### src/rtl/trdb_pkg.sv
// Shared trace packet types, payload lengths and payload field offsets used by
// the trace encoder and decoder.
package trdb_pkg;

    typedef enum logic [1:0] {
        F_BRANCH_FULL = 2'd0,
        F_BRANCH_DIFF = 2'd1,
        F_ADDR_ONLY   = 2'd2,
        F_SYNC        = 2'd3
    } trdb_format_t;

    typedef enum logic [1:0] {
        SF_START     = 2'd0,
        SF_EXCEPTION = 2'd1,
        SF_CONTEXT   = 2'd2,
        SF_UNDEF     = 2'd3
    } trdb_subformat_t;

    typedef enum logic [1:0] {
        S_IDLE    = 2'd0,
        S_COLLECT = 2'd1,
        S_CHECK   = 2'd2,
        S_EMIT    = 2'd3
    } trdb_dec_state_t;

    localparam logic [7:0] PLEN_BRANCH_FULL    = 8'd70;
    localparam logic [7:0] PLEN_ADDR_ONLY      = 8'd34;
    localparam logic [7:0] PLEN_SYNC_START     = 8'd36;
    localparam logic [7:0] PLEN_SYNC_CONTEXT   = 8'd36;
    localparam logic [7:0] PLEN_SYNC_EXCEPTION = 8'd42;

    // Bit offsets inside the payload, which begins at bit 8 of word 0.
    localparam int unsigned OFF_FORMAT      = 0;
    localparam int unsigned OFF_SUBFORMAT   = 2;
    localparam int unsigned OFF_BF_BRANCHES = 2;
    localparam int unsigned OFF_BF_MAP      = 7;
    localparam int unsigned OFF_BF_ADDR     = 38;
    localparam int unsigned OFF_AO_ADDR     = 2;
    localparam int unsigned OFF_SYNC_ADDR   = 4;
    localparam int unsigned OFF_EX_ECAUSE   = 4;
    localparam int unsigned OFF_EX_INTR     = 9;
    localparam int unsigned OFF_EX_ADDR     = 10;

    // ceil((plen + 8) / 32); only meaningful for plen within the accepted bound.
    function automatic logic [1:0] packet_words(input logic [7:0] plen);
        return 2'(({1'b0, plen} + 9'd39) >> 5);
    endfunction

endpackage

### src/rtl/trdb_packet_fields.sv
// Combinational field extraction and length check for one reassembled packet.
module trdb_packet_fields
    import trdb_pkg::*;
#(
    parameter int unsigned XLEN     = 32,
    parameter int unsigned MAXWORDS = 3
) (
    input  logic [32*MAXWORDS-1:0] buf_i,
    output trdb_format_t           format_o,
    output trdb_subformat_t        subformat_o,
    output logic [4:0]             branches_o,
    output logic [30:0]            branch_map_o,
    output logic [XLEN-1:0]        address_o,
    output logic [4:0]             ecause_o,
    output logic                   interrupt_o,
    output logic                   length_ok_o
);

    localparam int unsigned PW = 32*MAXWORDS - 8;

    logic [7:0]    plen;
    logic [PW-1:0] pl;
    logic          unused_tail;

    assign plen        = buf_i[7:0];
    assign pl          = buf_i[32*MAXWORDS-1:8];
    assign unused_tail = ^pl[PW-1:OFF_BF_ADDR+XLEN];

    always_comb begin
        format_o     = trdb_format_t'(pl[OFF_FORMAT +: 2]);
        subformat_o  = SF_UNDEF;
        branches_o   = '0;
        branch_map_o = '0;
        address_o    = '0;
        ecause_o     = '0;
        interrupt_o  = 1'b0;
        length_ok_o  = 1'b0;
        case (format_o)
            F_BRANCH_FULL: begin
                branches_o   = pl[OFF_BF_BRANCHES +: 5];
                branch_map_o = pl[OFF_BF_MAP +: 31];
                address_o    = pl[OFF_BF_ADDR +: XLEN];
                length_ok_o  = (plen == PLEN_BRANCH_FULL);
            end
            F_ADDR_ONLY: begin
                address_o   = pl[OFF_AO_ADDR +: XLEN];
                length_ok_o = (plen == PLEN_ADDR_ONLY);
            end
            F_SYNC: begin
                subformat_o = trdb_subformat_t'(pl[OFF_SUBFORMAT +: 2]);
                case (subformat_o)
                    SF_START: begin
                        address_o   = pl[OFF_SYNC_ADDR +: XLEN];
                        length_ok_o = (plen == PLEN_SYNC_START);
                    end
                    SF_CONTEXT: begin
                        address_o   = pl[OFF_SYNC_ADDR +: XLEN];
                        length_ok_o = (plen == PLEN_SYNC_CONTEXT);
                    end
                    SF_EXCEPTION: begin
                        ecause_o    = pl[OFF_EX_ECAUSE +: 5];
                        interrupt_o = pl[OFF_EX_INTR];
                        address_o   = pl[OFF_EX_ADDR +: XLEN];
                        length_ok_o = (plen == PLEN_SYNC_EXCEPTION);
                    end
                    default: ;
                endcase
            end
            default: ;
        endcase
    end

endmodule

### src/rtl/trdb_packet_decoder.sv
// Trace packet decoder: reassembles variable-length packets from a 32-bit word
// stream and presents length-checked, decoded fields on a valid/ready output.
module trdb_packet_decoder
    import trdb_pkg::*;
#(
    parameter int unsigned XLEN     = 32,
    parameter int unsigned MAXWORDS = 3
) (
    input  logic            clk_i,
    input  logic            rst_ni,
    input  logic [31:0]     data_i,
    input  logic            valid_i,
    output logic            ready_o,
    output logic            pkt_valid_o,
    input  logic            pkt_ready_i,
    output trdb_format_t    format_o,
    output trdb_subformat_t subformat_o,
    output logic [4:0]      branches_o,
    output logic [30:0]     branch_map_o,
    output logic [XLEN-1:0] address_o,
    output logic [4:0]      ecause_o,
    output logic            interrupt_o,
    output logic            err_o
);

    localparam logic [7:0] PLEN_MAX = 8'(32*MAXWORDS - 8);

    if (XLEN != 32) begin : g_xlen_check
        $error("trdb_packet_decoder: only XLEN = 32 is supported");
    end

    trdb_dec_state_t           state_q, state_d;
    logic [1:0]                cnt_q, cnt_d;
    logic [1:0]                nw_q, nw_d;
    logic                      err_q, err_d;
    logic                      live_q;
    logic [MAXWORDS-1:0][31:0] buf_q;
    logic                      wr_en;
    logic [1:0]                wr_idx;
    logic                      load;
    logic [7:0]                hdr_plen;

    trdb_format_t              f_format;
    trdb_subformat_t           f_subformat;
    logic [4:0]                f_branches;
    logic [30:0]               f_branch_map;
    logic [XLEN-1:0]           f_address;
    logic [4:0]                f_ecause;
    logic                      f_interrupt;
    logic                      f_length_ok;

    trdb_format_t              format_q;
    trdb_subformat_t           subformat_q;
    logic [4:0]                branches_q;
    logic [30:0]               branch_map_q;
    logic [XLEN-1:0]           address_q;
    logic [4:0]                ecause_q;
    logic                      interrupt_q;

    assign hdr_plen = data_i[7:0];

    trdb_packet_fields #(
        .XLEN     (XLEN),
        .MAXWORDS (MAXWORDS)
    ) u_fields (
        .buf_i        (buf_q),
        .format_o     (f_format),
        .subformat_o  (f_subformat),
        .branches_o   (f_branches),
        .branch_map_o (f_branch_map),
        .address_o    (f_address),
        .ecause_o     (f_ecause),
        .interrupt_o  (f_interrupt),
        .length_ok_o  (f_length_ok)
    );

    always_comb begin
        state_d     = state_q;
        cnt_d       = cnt_q;
        nw_d        = nw_q;
        err_d       = 1'b0;
        wr_en       = 1'b0;
        wr_idx      = cnt_q;
        load        = 1'b0;
        ready_o     = 1'b0;
        pkt_valid_o = 1'b0;
        case (state_q)
            S_IDLE: begin
                // live_q keeps ready_o low until the first edge after reset release.
                ready_o = live_q;
                if (valid_i && live_q) begin
                    wr_en  = 1'b1;
                    wr_idx = '0;
                    if (hdr_plen == '0 || hdr_plen > PLEN_MAX) begin
                        err_d = 1'b1;
                    end else begin
                        nw_d    = packet_words(hdr_plen);
                        cnt_d   = 2'd1;
                        state_d = (packet_words(hdr_plen) == 2'd1) ? S_CHECK : S_COLLECT;
                    end
                end
            end
            S_COLLECT: begin
                ready_o = 1'b1;
                if (valid_i) begin
                    wr_en = 1'b1;
                    cnt_d = cnt_q + 2'd1;
                    if (cnt_q == nw_q - 2'd1) begin
                        state_d = S_CHECK;
                    end
                end
            end
            S_CHECK: begin
                if (f_length_ok) begin
                    load    = 1'b1;
                    state_d = S_EMIT;
                end else begin
                    err_d   = 1'b1;
                    state_d = S_IDLE;
                end
            end
            S_EMIT: begin
                pkt_valid_o = 1'b1;
                if (pkt_ready_i) begin
                    state_d = S_IDLE;
                end
            end
            default: state_d = S_IDLE;
        endcase
    end

    always_ff @(posedge clk_i or negedge rst_ni) begin
        if (!rst_ni) begin
            state_q <= S_IDLE;
            cnt_q   <= '0;
            nw_q    <= '0;
            err_q   <= 1'b0;
            live_q  <= 1'b0;
        end else begin
            state_q <= state_d;
            cnt_q   <= cnt_d;
            nw_q    <= nw_d;
            err_q   <= err_d;
            live_q  <= 1'b1;
        end
    end

    always_ff @(posedge clk_i or negedge rst_ni) begin
        if (!rst_ni) begin
            buf_q        <= '0;
            format_q     <= F_ADDR_ONLY;
            subformat_q  <= SF_UNDEF;
            branches_q   <= '0;
            branch_map_q <= '0;
            address_q    <= '0;
            ecause_q     <= '0;
            interrupt_q  <= 1'b0;
        end else begin
            if (wr_en) begin
                buf_q[wr_idx] <= data_i;
            end
            if (load) begin
                format_q     <= f_format;
                subformat_q  <= f_subformat;
                branches_q   <= f_branches;
                branch_map_q <= f_branch_map;
                address_q    <= f_address;
                ecause_q     <= f_ecause;
                interrupt_q  <= f_interrupt;
            end
        end
    end

    assign err_o        = err_q;
    assign format_o     = format_q;
    assign subformat_o  = subformat_q;
    assign branches_o   = branches_q;
    assign branch_map_o = branch_map_q;
    assign address_o    = address_q;
    assign ecause_o     = ecause_q;
    assign interrupt_o  = interrupt_q;

endmodule

### config.mk
export PLATFORM = sky130hd
export DESIGN_NAME = trdb_packet_decoder
export DESIGN_NICKNAME = d
export VERILOG_FILES = /design/src/rtl/trdb_pkg.sv /design/src/rtl/trdb_packet_fields.sv /design/src/rtl/trdb_packet_decoder.sv
export SDC_FILE = /design/constraint.sdc
export NUM_CORES = 1
export LEC_CHECK = 0
export CAP_MARGIN = 0
export CORE_UTILIZATION = 50
export DETAILED_ROUTE_END_ITERATION = 8
export HOLD_SLACK_MARGIN = 0.06
export PLACE_DENSITY = 0.78
export SLEW_MARGIN = 20
export SYNTH_ARGS = -nofsm -noshare
export SYNTH_HDL_FRONTEND = slang
export SYNTH_HIERARCHICAL = 1
export SYNTH_SLANG_ARGS = --single-unit
### constraint.sdc
create_clock -name clk_i -period 3.7 [get_ports clk_i]
set_input_delay 0.925 -clock clk_i [delete_from_list [all_inputs] [get_ports clk_i]]
set_output_delay 0.925 -clock clk_i [all_outputs]
set_load 0.05 [all_outputs]
# Word-level counts from Yosys, hierarchy flattened
# Cells that the tools add are included.
# word_totals
reg_bits	182
inputBits	36
out_inout_bits	81
word_cells	91
# op_classes
addsub	3
n_lt_le_gt_ge	3
eq_ne	18
mux	39
bitwise	1
reduce_logical	12
# op_table
op	n
bitwise mux 96 bit	1
case mux 32 bit (3 select lines)	1
demux 32 bit (select 2 bit)	1
case mux 32 bit (2 select lines)	1
two-way mux 32 bit	1
two-way mux 31 bit	1
two-way mux 2 bit	13
== test 8 x 6 -> 1 bit, second input constant	3
two-way mux 5 bit	3
== test 2 bit, second input constant	5
two-way mux 1 bit	10
inequality test 2 bit, second input constant	5
== test 8 x 7 -> 1 bit, second input constant	1
> comparator 8 x 7 -> 1 bit, second input constant	1
zero test 8 bit	1
case mux 1 bit (2 select lines)	4
case mux 2 bit (4 select lines)	1
adder 7 x 6 -> 7 bit, second input constant	1
== test 2 x 1 -> 1 bit, second input constant	3
zero test 2 bit	3
AND reduction 5 bit	1
case mux 2 bit (2 select lines)	1
AND reduction 4 bit	1
less-than comparator 2 x 3 -> 1 bit, second input constant	1
11 further kinds	12

# Depth between registers and ports, before layout
# Gate-level depths: netlist of run 1.
# logic_depth
depth_word	8
ltp_mapped	10
ltp_nobuf	8

# By module
# Netlist of run 1, hierarchy kept.
# by_module_without_submodules
mod	instances	cells_each	area_per_inst_um2	seq_area_each_um2
trdb_packet_decoder	1	434	7019.2	4558.1
trdb_packet_fields	1	211	1347.5	0.0

# Worst setup path after synthesis of run 1
# Ideal clock, no wire load.
# synth_timing
path_kind	register -> register
startpoint	register buf_q[8] (netlist bit)
endpoint	register address_q[0], in the netlist address_o[0]
setup_ns	0.125
arrival_ns	2.022
t_required_ns	3.575
slack_ns	1.554
stages_incl_launch_ff	10
path_buffers	2
period_less_slack_ns	2.146
cell_sequence	dfrtp_1 > buf_6 > nand2_1 > a2111oi_0 > a32oi_1 > nor4_1 > inv_1 > nor2_2 > buf_2 > mux2_2
# synth_between
elab_chain_len	4
elab_cells_between_ends	7
cone_classes	eq/ne: 2; mux: 4; reduce/logical: 1
# synth_rtl
element	line_no	text
from (decl)	trdb_packet_decoder.sv:37	logic [MAXWORDS-1:0][31:0] buf_q;
from (signal, indexed assignment)	trdb_packet_decoder.sv:160	buf_q[wr_idx] <= data_i;
== test 2 bit or zero test 2 bit (tied branches)	trdb_packet_fields.sv:38	case (format_o)
case mux 1 bit (3 select lines) *	trdb_packet_fields.sv:38	
net f_length_ok	trdb_packet_decoder.sv:50	logic f_length_ok;
two-way mux 1 bit *	trdb_packet_decoder.sv:114	if (f_length_ok) begin
two-way mux 1 bit *	trdb_packet_decoder.sv:87	case (state_q)
to (signal assigned)	trdb_packet_decoder.sv:167	address_q <= f_address;
to (decl)	trdb_packet_decoder.sv:56	logic [XLEN-1:0] address_q;
# The timed path passes the listed nets; every way through them passes the cells marked *.
# A chain may end at the register's enable or synchronous reset.

# Worst setup path after layout of run 1
# layout_timing
startpoint	register state_q[0]
endpoint	output ready_o
# layout_between
elab_chain_len	2
elab_cells_between_ends	3
cone_classes	eq/ne: 1; mux: 1; reduce/logical: 1
# layout_rtl
element	line_no	text
from (decl)	trdb_packet_decoder.sv:32	trdb_dec_state_t state_q, state_d;
from (signal assigned)	trdb_packet_decoder.sv:140	state_q <= state_d;
== test 2 x 1 -> 1 bit or zero test 2 bit (tied branches)	trdb_packet_decoder.sv:87	
case mux 1 bit (2 select lines) *	trdb_packet_decoder.sv:87	
to (decl)	trdb_packet_decoder.sv:13	output logic ready_o,
# Every way passes the cells marked *; elsewhere a longest branch is shown, timed or not.

==> results of run 1 <==
-- sequential cells by signal, indices dropped and copies added (netlist names) --
signal	cells
branch_map_o	31
subformat_o	2
branches_o	5
nw_q	2
interrupt_o	1
cnt_q	2
buf_q	78
err_o	1
format_o	2
live_q	1
address_o	32
state_q	2
ecause_o	5
-- stage by stage --
| step | util [%] | area (um2) | setup slack (ps) | hold slack, ps | power [mW] |
|---|---|---|---|---|---|
| after global placement | 59.44 | 9002 | 916.8 | 483.2 | 5.373 |
| after global routing | 63.39 | 9600 | 770.5 | 519.6 | 7.664 |
| after detailed placement | 59.44 | 9002 | 847.9 | 495.6 | 5.471 |
| after floorplan | - | 7706 | 1554 | 458.0 | 4.686 |
| after CTS | 63.39 | 9600 | 846.2 | 509.4 | 7.282 |
| final | 63.39 | 9600 | 849.1 | 505.3 | 7.288 |
-- metal layers --
metal	track usage, %	vias up	share of wire, %
li1	-	2403	-
met1	33.89	2810	44
met2	39.26	183	50
met3	4.121	36	3.9
met4	9.213	0	2.1
met5	0	-	0
-- power by group through the flow --
stage                     sequential (mW)  combinational (mW)  clock [mW]
final                                2.90                2.60        1.78
after CTS                            2.89                2.58        1.81
after detailed placement             2.91                2.56           0
after floorplan                      2.85                1.83           0
after global placement               2.88                2.49           0
after global routing                 2.98                2.79        1.89
-- area by class of cell --
cell class	instances	area (um2)
Timing Repair Buffer	131	1300
Multi-Input combinational cell	392	3322
Clock inverter	8	126.4
Fill cell	1123	5545
Inverter	10	37.54
Tap cell	188	235.2
Clock buffer	24	471.7
Sequential cell	164	4108
-- worst max path at each step --
stage | start | endpoint | slack, ps | depth (start not counted)
floorplan | buf_q[8] | address_o[0] | 1550 | 9
global placement | valid_i | buf_q[67] | 920 | 4
detailed placement | valid_i | buf_q[74] | 850 | 4
CTS | state_q[0] | ready_o | 850 | 3
global route | state_q[0] | ready_o | 770 | 3
finish | state_q[0] | ready_o | 850 | 3
==> flow_summary.ini, run 1 <==
[pwr]
cellLeakagePower_nw = 4.192
power.share.clock_pct = 24.5
p_int_mw = 4.617
pwr-share-comb_pct = 35.7
p_sw_share_pct = 36.65
p_per_area_nw_per_um2 = 759.2
p_sw_mw = 2.671
seqPwrFrac_pct = 39.8
max-vdd-ir-drop_mv = 0.4004

[floorplanning]
die_w_um = 126.1
pin_count = 117
core.rowCount = 45
die_h_um = 126.1
dieArea_um2 = 15910
core-area_um2 = 15150
initial_core_util_pct = 50.88

[yosys]
postSynthAreaPerCell_um2 = 12.67
netlist_area_um2 = 7706
syn_nets = 644
syn_inst = 608
synth-warning-count = 6

[sta]
hold_viol = 0
setup_viol = 0
fin_crit_sh_pct = 77.05
clock_skew_ps = 6.855
worst_pin_slew_ps = 807.6
period_needed_ps = 2851
setup_tns_ps = 0
rsz0062_at_grt = false
fmax_ghz = 0.3508
drv_slew = 0
maxSlewHeadroom_pct = 46.16

[route]
ant_nets = 0
vias_per_cell = 5.924
route.vias.total = 5432
drc_errors = 2
drt-wirelength-per-cell_um = 20.05
drtIter0Drc = 477
dr.pass1.iters = 7
wl_mm = 18.38

[min_path]
hold_path.class = reg2reg
hold_depth = 1
hp-start = branch_map_o[11]
whs_endpoint = branch_map_o[11]

[final_layout]
layout.cells.most_common = dfrtp_1
layout.cells.non_filler = 917
drive_gt1_share_pct = 30.73
final_nets = 752
most-common-layout-cells = 161 x dfrtp_1, 153 x mux2_2, 115 x clkdlybuf4s50_1
syn_to_final_growth_pct = 24.58
antenna_cells = 0

[grt]
gr-total-overflow = 0
grt_pass1_vias = 5521
grt_usage_pct = 24.61
grt_max_degree = 86
grt_pass1_wl_mm = 30.24
antenna_found_initial = 0

[status]
outcome = finished with violations
violations = design-rule violations

[setup_path]
cp.required_ps = 2770
path_buf_inv = 1
cp_common_cell = nor2_1
crit_type = reg2out
ff2ff_setup_slack_ps = 1020
r2r-start = buf_q[11]
worstPathCellList = nor2_1 > nor2_1 > clkdlybuf4s50_1
rr_worst_depth = 8
cp.arrival_ps = 1930
worstSetupEndpointType = output pin
crit_fanout = 11
r2r-end = branch_map_o[2]
startpoint_type = flip-flop
crit_slowest_cell = clkdlybuf4s50_1
critPathMaxStageDelay_ps = 800
path_delay_family = buffers and inverters

[placed_design]
dpl.hpwl_mm = 12.45
io_buffers = 116
globalplace.congestion = 0.8364
post-place-cells = 885

[cts]
cts_tree = yes
cts-resized-gates = 0
root_buffer = clkbuf_16
holdBufCountCts = 0
clkTransAtPathRegs_ps = 60
cts.path.max_buffers = 2
cts_sinks = 164
htree_levels = 4
worstSkewPairLatency_ps = 420
tritoncts.num_buffers = 17
post_cts.repair.setup_buffers = 0

[job]
cap_violations = 0
No activity file was read; power rests on OpenSTA's default activity.
==> run 2: changes to the inputs <==
==> constraint.sdc (replaced) <==
create_clock -name clk_i -period 2.9 [get_ports clk_i]
set_input_delay 0.725 -clock clk_i [delete_from_list [all_inputs] [get_ports clk_i]]
set_output_delay 0.725 -clock clk_i [all_outputs]
set_load 0.05 [all_outputs]
==> run 2 against run 1 <==
The run still ends with design-rule violations left. Utilization is 0.32 points higher. Die area stayed put. Final cell count grew 0.55%. Largest power group unchanged. Highest routed layer unchanged.
==> flow_summary.ini, run 2 (same netlist as run 1, synthesis figures left out) <==
[status]
outcome = finished with violations
violations = design-rule violations

[setup_path]
cp.required_ps = 2170
cp.arrival_ps = 1920
rr_worst_depth = 8
crit_fanout = 11
r2r-end = address_o[25]
worstSetupEndpointType = output pin
r2r-start = buf_q[10]
startpoint_type = flip-flop
ff2ff_setup_slack_ps = 310
crit_type = reg2out

[pwr]
pwr-share-comb_pct = 36.0
p_per_area_nw_per_um2 = 965.9
cellLeakagePower_nw = 4.220
max-vdd-ir-drop_mv = 0.5795
p_sw_share_pct = 36.94
p_sw_mw = 3.443
power.share.clock_pct = 24.4
seqPwrFrac_pct = 39.6
p_int_mw = 5.877

[route]
drt-wirelength-per-cell_um = 19.89
ant_nets = 0
route.vias.total = 5455
vias_per_cell = 5.916
drtIter0Drc = 591
dr.pass1.iters = 7
drc_errors = 2
wl_mm = 18.34

[final_layout]
drive_gt1_share_pct = 31.47
layout.cells.non_filler = 922
largest_register_ff_count = 78
design_area_um2 = 9649
final_nets = 757
most-common-layout-cells = 161 x dfrtp_1, 153 x mux2_2, 115 x clkdlybuf4s50_1
largest-register = buf_q
syn_to_final_growth_pct = 25.22
antenna_cells = 0
fillers = 1106
layout.cells.most_common = dfrtp_1

[grt]
antenna_found_initial = 0
grt_max_degree = 74
grt_pass1_wl_mm = 30.24
grt_pass1_vias = 5496
grt_usage_pct = 24.81
gr-total-overflow = 0

[sta]
hold_viol = 0
period_needed_ps = 2641
setup_slack_ps = 258.7
clock_skew_ps = 6.330
worst_pin_slew_ps = 797.9
fmax_ghz = 0.3786
drv_slew = 0
maxSlewHeadroom_pct = 46.68
setup_tns_ps = 0
fin_crit_sh_pct = 91.08
rsz0062_at_grt = false
setup_viol = 0
whs_ps = 252.8

[cts]
post_cts.repair.setup_buffers = 0
clkTransAtPathRegs_ps = 60
htree_levels = 4
cts_sinks = 164
cts.path.max_buffers = 2
worstSkewPairLatency_ps = 430
cts-resized-gates = 0
root_buffer = clkbuf_16
holdBufCountCts = 0
cts_tree = yes
tritoncts.num_buffers = 17

[placed_design]
place_ws_ps = 237.1
placed_area_um2 = 9056
io_buffers = 116
post-place-cells = 890
dpl.hpwl_mm = 12.40
globalplace.congestion = 0.8413

[floorplanning]
dieArea_um2 = 15910
core.rowCount = 45
initial_core_util_pct = 50.88
die_h_um = 126.1
pin_count = 117
core-area_um2 = 15150
die_w_um = 126.1

[job]
cap_violations = 0

[min_path]
hold_path.class = in2async
==> run 2: cell count changes in the layout (fill, tap and decap cells not counted), sizes merged <==
cell	previous run	this run
buf	16	21
clkbuf	24	20
clkinv	1	4
clkinvlp	3	4
==> run 2: final cells by class <==
class,instances,area (um2),area share (%)
Timing Repair Buffer,136,1354,14.03
Clock inverter,12,156.4,1.621
Tap cell,188,235.2,2.438
Multi-Input combinational cell,392,3322,34.43
Inverter,10,37.54,0.3890
Clock buffer,20,436.7,4.525
Sequential cell,164,4108,42.57
==> run 2: layer usage <==
layer | vias to the layer above | global-route usage (%) | share of wire, %
met5 | - | 0 | 0
met4 | 0 | 7.371 | 1.7
met3 | 28 | 5.353 | 6.1
met2 | 225 | 39.32 | 49
met1 | 2793 | 34.36 | 44
li1 | 2409 | - | -
==> run 2: worst max-delay path: stages, from the launching register on <==
cell and delay, ps:
dfrtp_1 510, nor2_1 90, nor2_1 90, clkdlybuf4s50_1 810
==> run 2: power groups by stage <==
stage                     logic [mW]  clock network [mW]  registers (mW)
final                           3.36                2.27            3.69
after global routing            3.63                2.40            3.78
after CTS                       3.34                2.29            3.67
after detailed placement        3.31                   0            3.70
after global placement          3.23                   0            3.66
after floorplan                 2.34                   0            3.64
==> run 2: metrics by stage <==
stage,util [%],power (mW)
after floorplan,-,5.979
after global placement,59.72,6.889
after detailed placement,59.79,7.011
after CTS,63.71,9.299
after global routing,63.71,9.802
final,63.71,9.320
==> run 2: worst max path at each step <==
stage | start | endpoint | slack [ps]
3_5_place_dp | data_i[2] | nw_q[0] | 240
3_3_place_gp | data_i[2] | nw_q[1] | 290
5_1_grt | state_q[0] | ready_o | 180
6_report | state_q[0] | ready_o | 260
4_1_cts | state_q[0] | ready_o | 230
2_1_floorplan | buf_q[8] | address_o[0] | 750
==> run 3: changes to the inputs <==
--- a/config.mk
+++ b/config.mk
@@ -7,6 +7,7 @@
 export LEC_CHECK = 0
 export CAP_MARGIN = 0
 export CORE_UTILIZATION = 50
+export CTS_CLUSTER_DIAMETER = 120
 export DETAILED_ROUTE_END_ITERATION = 8
 export HOLD_SLACK_MARGIN = 0.06
 export PLACE_DENSITY = 0.78
==> results of run 3 <==
The final DEF is identical to that of run 2; final timing and power are the same.
